**src/rtl/phy_rx_link_ctrl.sv**
```systemverilog
// ---------------------------------------------------------------------------
// phy_rx_link_ctrl
// Link-level controller placed after phy_rx. It watches lane sync and the
// recovered 32-bit word stream, and walks the link through
// WAIT_ACTIVE -> TRAINING -> LINK_UP -> RECOVERY.
// Payload words are forwarded only while the link is up, and idle words are
// stripped. Every LINK_UP -> RECOVERY transition bumps a saturating debug
// counter.
//
// Ports (all in the clk_f domain):
//   clk_f          in   1   block clock, rising edge
//   reset          in   1   asynchronous active-high reset
//   active0        in   1   lane 0 synchronized
//   active1        in   1   lane 1 synchronized
//   data_in        in  32   recovered word from phy_rx
//   valid_in       in   1   data_in qualifier
//   data_out       out 32   forwarded payload word (1-cycle latency)
//   valid_out      out  1   data_out qualifier
//   link_up        out  1   high while in LINK_UP
//   link_state     out  2   current state (0 wait, 1 train, 2 up, 3 recovery)
//   retrain_count  out  8   saturating count of LINK_UP -> RECOVERY
// ---------------------------------------------------------------------------
module phy_rx_link_ctrl #(
  parameter logic [7:0] IDLE_BYTE   = 8'hBC,
  parameter int         TRAIN_COUNT = 4,
  parameter int         TIMEOUT     = 16
) (
  input  logic        clk_f,
  input  logic        reset,
  input  logic        active0,
  input  logic        active1,
  input  logic [31:0] data_in,
  input  logic        valid_in,
  output logic [31:0] data_out,
  output logic        valid_out,
  output logic        link_up,
  output logic [1:0]  link_state,
  output logic [7:0]  retrain_count
);

  typedef enum logic [1:0] {
    WAIT_ACTIVE = 2'd0,
    TRAINING    = 2'd1,
    LINK_UP     = 2'd2,
    RECOVERY    = 2'd3
  } state_t;

  localparam logic [31:0] IDLE_WORD  = {4{IDLE_BYTE}};
  localparam logic [8:0]  TRAIN_TGT  = 9'(TRAIN_COUNT);
  localparam logic [8:0]  TMO_TGT    = 9'(TIMEOUT);

  state_t      r_state;
  logic [7:0]  r_train_cnt;
  logic [7:0]  r_tmo_cnt;
  logic [7:0]  r_retrain;
  logic [31:0] r_data;
  logic        r_valid;
  logic        r_link_up;
  logic [1:0]  r_link_state;

  state_t      w_next;
  logic        w_both;
  logic        w_idle_hit;
  logic [8:0]  w_train_inc;
  logic [8:0]  w_tmo_inc;
  logic        w_train_done;
  logic        w_tmo_done;
  logic [7:0]  w_train_nxt;
  logic [7:0]  w_tmo_nxt;
  logic [7:0]  w_retrain_nxt;
  logic [31:0] w_data_nxt;
  logic        w_valid_nxt;

  // A single active lane counts as "not both" everywhere.
  assign w_both       = active0 && active1;
  assign w_idle_hit   = valid_in && (data_in == IDLE_WORD);
  // Counters are widened by one bit so the +1 compare cannot wrap.
  assign w_train_inc  = {1'b0, r_train_cnt} + 9'd1;
  assign w_tmo_inc    = {1'b0, r_tmo_cnt} + 9'd1;
  assign w_train_done = w_idle_hit && (w_train_inc == TRAIN_TGT);
  assign w_tmo_done   = (w_tmo_inc == TMO_TGT);

  // State register plus all registered outputs and counters.
  always_ff @(posedge clk_f or posedge reset) begin
    if (reset) begin
      r_state      <= WAIT_ACTIVE;
      r_train_cnt  <= 8'd0;
      r_tmo_cnt    <= 8'd0;
      r_retrain    <= 8'd0;
      r_data       <= 32'h0;
      r_valid      <= 1'b0;
      r_link_up    <= 1'b0;
      r_link_state <= 2'd0;
    end else begin
      r_state      <= w_next;
      r_train_cnt  <= w_train_nxt;
      r_tmo_cnt    <= w_tmo_nxt;
      r_retrain    <= w_retrain_nxt;
      r_data       <= w_data_nxt;
      r_valid      <= w_valid_nxt;
      r_link_up    <= (w_next == LINK_UP);
      r_link_state <= w_next;
    end
  end

  // Next-state logic. In RECOVERY, lanes coming back beats the timeout.
  always_comb begin
    w_next = r_state;
    case (r_state)
      WAIT_ACTIVE: if (w_both) w_next = TRAINING;
      TRAINING: begin
        if (!w_both)           w_next = WAIT_ACTIVE;
        else if (w_train_done) w_next = LINK_UP;
      end
      LINK_UP:  if (!w_both) w_next = RECOVERY;
      RECOVERY: begin
        if (w_both)          w_next = TRAINING;
        else if (w_tmo_done) w_next = WAIT_ACTIVE;
      end
      default:  w_next = WAIT_ACTIVE;
    endcase
  end

  // Counter and datapath next values. data_out only ever changes when a
  // payload word is accepted in LINK_UP; otherwise it holds.
  always_comb begin
    w_train_nxt   = 8'd0;
    w_tmo_nxt     = 8'd0;
    w_retrain_nxt = r_retrain;
    w_data_nxt    = r_data;
    w_valid_nxt   = 1'b0;
    case (r_state)
      TRAINING: begin
        if (!w_both)           w_train_nxt = 8'd0;
        else if (w_train_done) w_train_nxt = 8'd0;
        else if (w_idle_hit)   w_train_nxt = w_train_inc[7:0];
        else if (valid_in)     w_train_nxt = 8'd0;
        else                   w_train_nxt = r_train_cnt;
      end
      LINK_UP: begin
        if (!w_both) begin
          // The word sampled on the drop cycle is discarded.
          if (r_retrain != 8'hFF) w_retrain_nxt = r_retrain + 8'd1;
        end else if (valid_in && !w_idle_hit) begin
          w_data_nxt  = data_in;
          w_valid_nxt = 1'b1;
        end
      end
      RECOVERY: begin
        if (w_both || w_tmo_done) w_tmo_nxt = 8'd0;
        else                      w_tmo_nxt = w_tmo_inc[7:0];
      end
      default: begin
        w_train_nxt = 8'd0;
        w_tmo_nxt   = 8'd0;
      end
    endcase
  end

  assign data_out      = r_data;
  assign valid_out     = r_valid;
  assign link_up       = r_link_up;
  assign link_state    = r_link_state;
  assign retrain_count = r_retrain;

endmodule

```
**config.mk**
```make
export PLATFORM = sky130hd
export DESIGN_NAME = phy_rx_link_ctrl
export DESIGN_NICKNAME = d
export VERILOG_FILES = /design/src/rtl/phy_rx_link_ctrl.sv
export SDC_FILE = /design/constraint.sdc
export NUM_CORES = 1
export LEC_CHECK = 0
export BUFFER_PORTS_ARGS = -buffer_cell sky130_fd_sc_hd__buf_2
export CORE_MARGIN = 5
export CORE_UTILIZATION = 51
export DETAILED_ROUTE_END_ITERATION = 10
export GPL_ROUTABILITY_DRIVEN = 0
export PLACE_DENSITY = 0.9
export SLEW_MARGIN = 5
export SYNTH_ARGS = -nofsm -noshare
export SYNTH_HDL_FRONTEND = slang
export SYNTH_SLANG_ARGS = --single-unit
```
**constraint.sdc**
```tcl
create_clock -name clk_f -period 2.4 [get_ports clk_f]
set_input_delay 0.24 -clock clk_f [delete_from_list [all_inputs] [get_ports clk_f]]
set_output_delay 0.24 -clock clk_f [all_outputs]
set_load 0.005 [all_outputs]
```
==> summary.md <==
| Metric | Value |
|---|---|
| Status | finished clean |
| Synth Cell Area | about 2700 um^2 |
| Worst path slowest cell | dfrtp_1 |
| Gate power share | 27.8% |
| FFs w/ async S/R, synth | 100% |
| Sequential share of the synthesized area | 54.9% |
| Leak | 0.00166 uW |
| Setup violators final | 0 |
| CP Capture Point | link_state[0] |
| Register bit total from synthesis | 60 |
| PortBufs | 80 |
| DP Wirelength | 4380 um |
| Sw frac | 29.1% |
| Area of the core | 5170 um^2 |
| RSZ-0062 raised after global routing | false |
| Worst-path clk slew | 0.07 ns |
| DRT antenna net count | 0 |
| P_sw | 1020 uW |
| Routed WL | 5860 um |
| Vias in the first global route | about 2200 |
| RR Startpoint | r_tmo_cnt[0] |
| Clock network power share | between 20 and 30% |
| Worst path required time | 2.63 ns |
| Gr usage total | approximately 18% |
| Finished Cell Area | 3470 um^2 |
| Flop pwr share | a little under half |
| DRT iter0 DRCs | 115 |
| Cell Count, Final, Fillers Out | 394 |
| Share of cells above drive strength 1 | 43.8% |
| Area after DPL | 3250 um^2 |
| Critical Path Source | r_tmo_cnt[0] |
| Max IR drop VDD | 798 uV |
| Post-synth EDFFs | 0 |
| CTS Hold Buffers Added | 0 |
| Post_cts resized | 0 |
| Syn Inst Count | 227 |
| CP cell instances | ha_1, xor2_1, or4_4, a221o_1, o31a_1, o21a_1 |
| Starting density of the core | 52.8% |
| Largest net degree at the start of global routing | 34 |
| Mean Syn Cell Area | 12.0 um^2 |
| CTS buffer count | 9 |
| Min Clock Period, post-route | 2.17 ns |
| Initial antenna violation count | 0 |
| Fmax | around 460 MHz |
| R2R depth | 6 |
| Max-Cap Viols | 0 |
| Wire per inst | ~15 um |
| Post-synth top area cell | dfrtp_1 |
| Inst Count DP | 378 |
| Total Die Area | a little under 7000 um^2 |
| Yosys warning count | 0 |
| Clk buf depth | 2 |
| WS Path Type | reg -> reg |
| Root Buffer | clkbuf_8 |
| Crit end category | flop |
| Post-CTS Setup Bufs | 0 |
| Pwr/cell area | 1010 nW/um^2 |
| Critical path arrival | 2.40 ns |
| Synth cell types | 40 |
| Rel. slew slack | 52.0% |
| Yosys top cell area share | 54.9% |
| Worst Hold Class | in -> async |
| Die width | between 80 and 90 um |
| DP Worst Slack | between 0.2 and 0.25 ns |
| Slew Limit Fails | 0 |
| FF-to-FF setup slack | 0.23 ns |
| Setup TNS | 0 ns |
| ANT cells | 0 |
| Die Span Y | 83.2 um |
| # IOs | 81 |
| Least-Margin Pin Slew | 0.719 ns |
| CP peak stage delay | 0.42 ns |
| Clock Latency Late Sink | 0.33 ns |
| Worst Hold Slack | 0.0264 ns |
| CP startpoint kind | flop |
| GR Overflow Total | 0 |
| Final-report hold violation count | 0 |
| Worst Slack Setup Final | 0.229 ns |
| CTS tree | built |
| First-pass GRT wire length | 10300 um |
| H-Tree Depth | 3 |
| Drt first pass iters | 4 |
| Via count | 2083 |
| # DRC | 0 |
| Vias per cell | around 5.3 |
| Top FF cell, synth | dfrtp_1 |
| Clock Sinks | 60 |
| Max FO, Critical Path | 5 |
| Top cells by area, synth | dfrtp_1 (55%), mux2_2 (14%), nand3_1 (2.9%) |
| Syn_nets | 267 |
| Area growth from synthesis to layout | 26.9% |
| Row count | 26 |
| Final #Nets | 359 |
| Int Power | ~2500 uW |
| Fill cell count | 389 |
| Reg-to-reg endpoint | link_state[0] |
| Period utilization | 90.5% |
| Fin Clk Skew | 0.00850 ns |
[stage by stage]
stage	utilization (%)	total power, uW
3_3_place_gp	62.9	2520
3_5_place_dp	62.9	2590
4_1_cts	67.0	3540
5_1_grt	67.0	3750
6_report	67.0	3490
2_1_floorplan	-	2060
[critical path: cells and delay by family (launching register included)]
family	cells	cell delay, ns
simple gates	1	0.42
xor+xnor	1	0.18
compound gates	3	0.77
fa+ha+maj	1	0.28
flops	1	0.42
[sequential cells by signal, summed over array words and instances, names as in the netlist]
signal,count
link_up,1
retrain_count,8
r_train_cnt,8
data_out,32
r_tmo_cnt,8
link_state,2
valid_out,1
[power groups by stage]
stage	clock, uW	combinational [uW]	sequential (uW)
CTS	958	993	1590
global placement	0	943	1570
finish	938	970	1590
floorplan	0	444	1610
detailed placement	0	992	1590
global route	1020	1090	1650
[layout by cell type (no fill, tap or decap), types with 2 or more instances in the layout]
cell type / netlist / final
o21ai_0: 4 / 4
clkbuf_8: 0 / 12
and4b_1: 3 / 3
nand3_1: 16 / 16
xnor2_1: 9 / 9
mux2_2: 33 / 33
nor4bb_1: 3 / 3
nand3b_1: 3 / 3
and4_1: 2 / 2
buf_2: 3 / 80
and2_1: 4 / 4
and3_1: 3 / 3
buf_4: 0 / 3
nand2b_1: 2 / 2
nand2_1: 20 / 20
a21oi_1: 2 / 2
dfrtp_1: 60 / 60
a31oi_1: 2 / 2
nor2_1: 16 / 16
o21a_1: 2 / 2
xor2_1: 7 / 7
ha_1: 3 / 3
nand4_1: 4 / 4
nor3_1: 5 / 5
inv_1: 4 / 3
[worst min path at each step]
stage,startpoint,end,slack [ns],cells after the start
after floorplan,valid_in,link_up,0.39,2
after global placement,reset,data_out[2],0.39,2
after detailed placement,reset,data_out[2],0.40,2
after CTS,reset,data_out[15],0.05,2
after global routing,reset,data_out[27],0.08,2
final,reset,data_out[9],0.03,2
[synth_stat cells (all sizes together), types with 3 or more instances]
master and count:
dfrtp 60, and2 4, mux2 33, and4b 3, nand3b 3, xor2 7, nor3 6, o21ai 5
inv 4, and3 4, buf 3, nand2 20, ha 3, nor4bb 3, nor2 16, nand4 4
xnor2 9, nand3 17
[cell type report]
type                            count  area [um^2]  share of cell area, %
Multi-Input combinational cell    160         1210                   34.8
Tap cell                           70         87.6                   2.53
Clock inverter                      3         43.8                   1.26
Clock buffer                       13          169                   4.87
Inverter                            4         15.0                  0.433
Timing Repair Buffer               84          443                   12.8
Sequential cell                    60         1500                   43.3
[per-layer routing]
| layer | global-route usage (%) | vias to the layer above | wire, um |
|---|---|---|---|
| met5 | 0 | - | 0 |
| met4 | 6.24 | 0 | 97 |
| met3 | 7.72 | 11 | 471 |
| met2 | 27.8 | 64 | 2720 |
| met1 | 23.5 | 1004 | 2580 |
| li1 | - | 1004 | - |
[kinds of logic after synthesis]
| group | synth area share [%] |
|---|---|
| multiplexers | 14.0 |
| AND/OR/NAND/NOR | 19.4 |
| buffers and inverters | 1.10 |
| adder cells (fa/ha/maj) | 1.37 |
| AO/OA/AOI/OAI | 4.08 |
| flip-flops | 54.9 |
| XOR/XNOR | 5.13 |
Power figures use the tool's default switching activity.
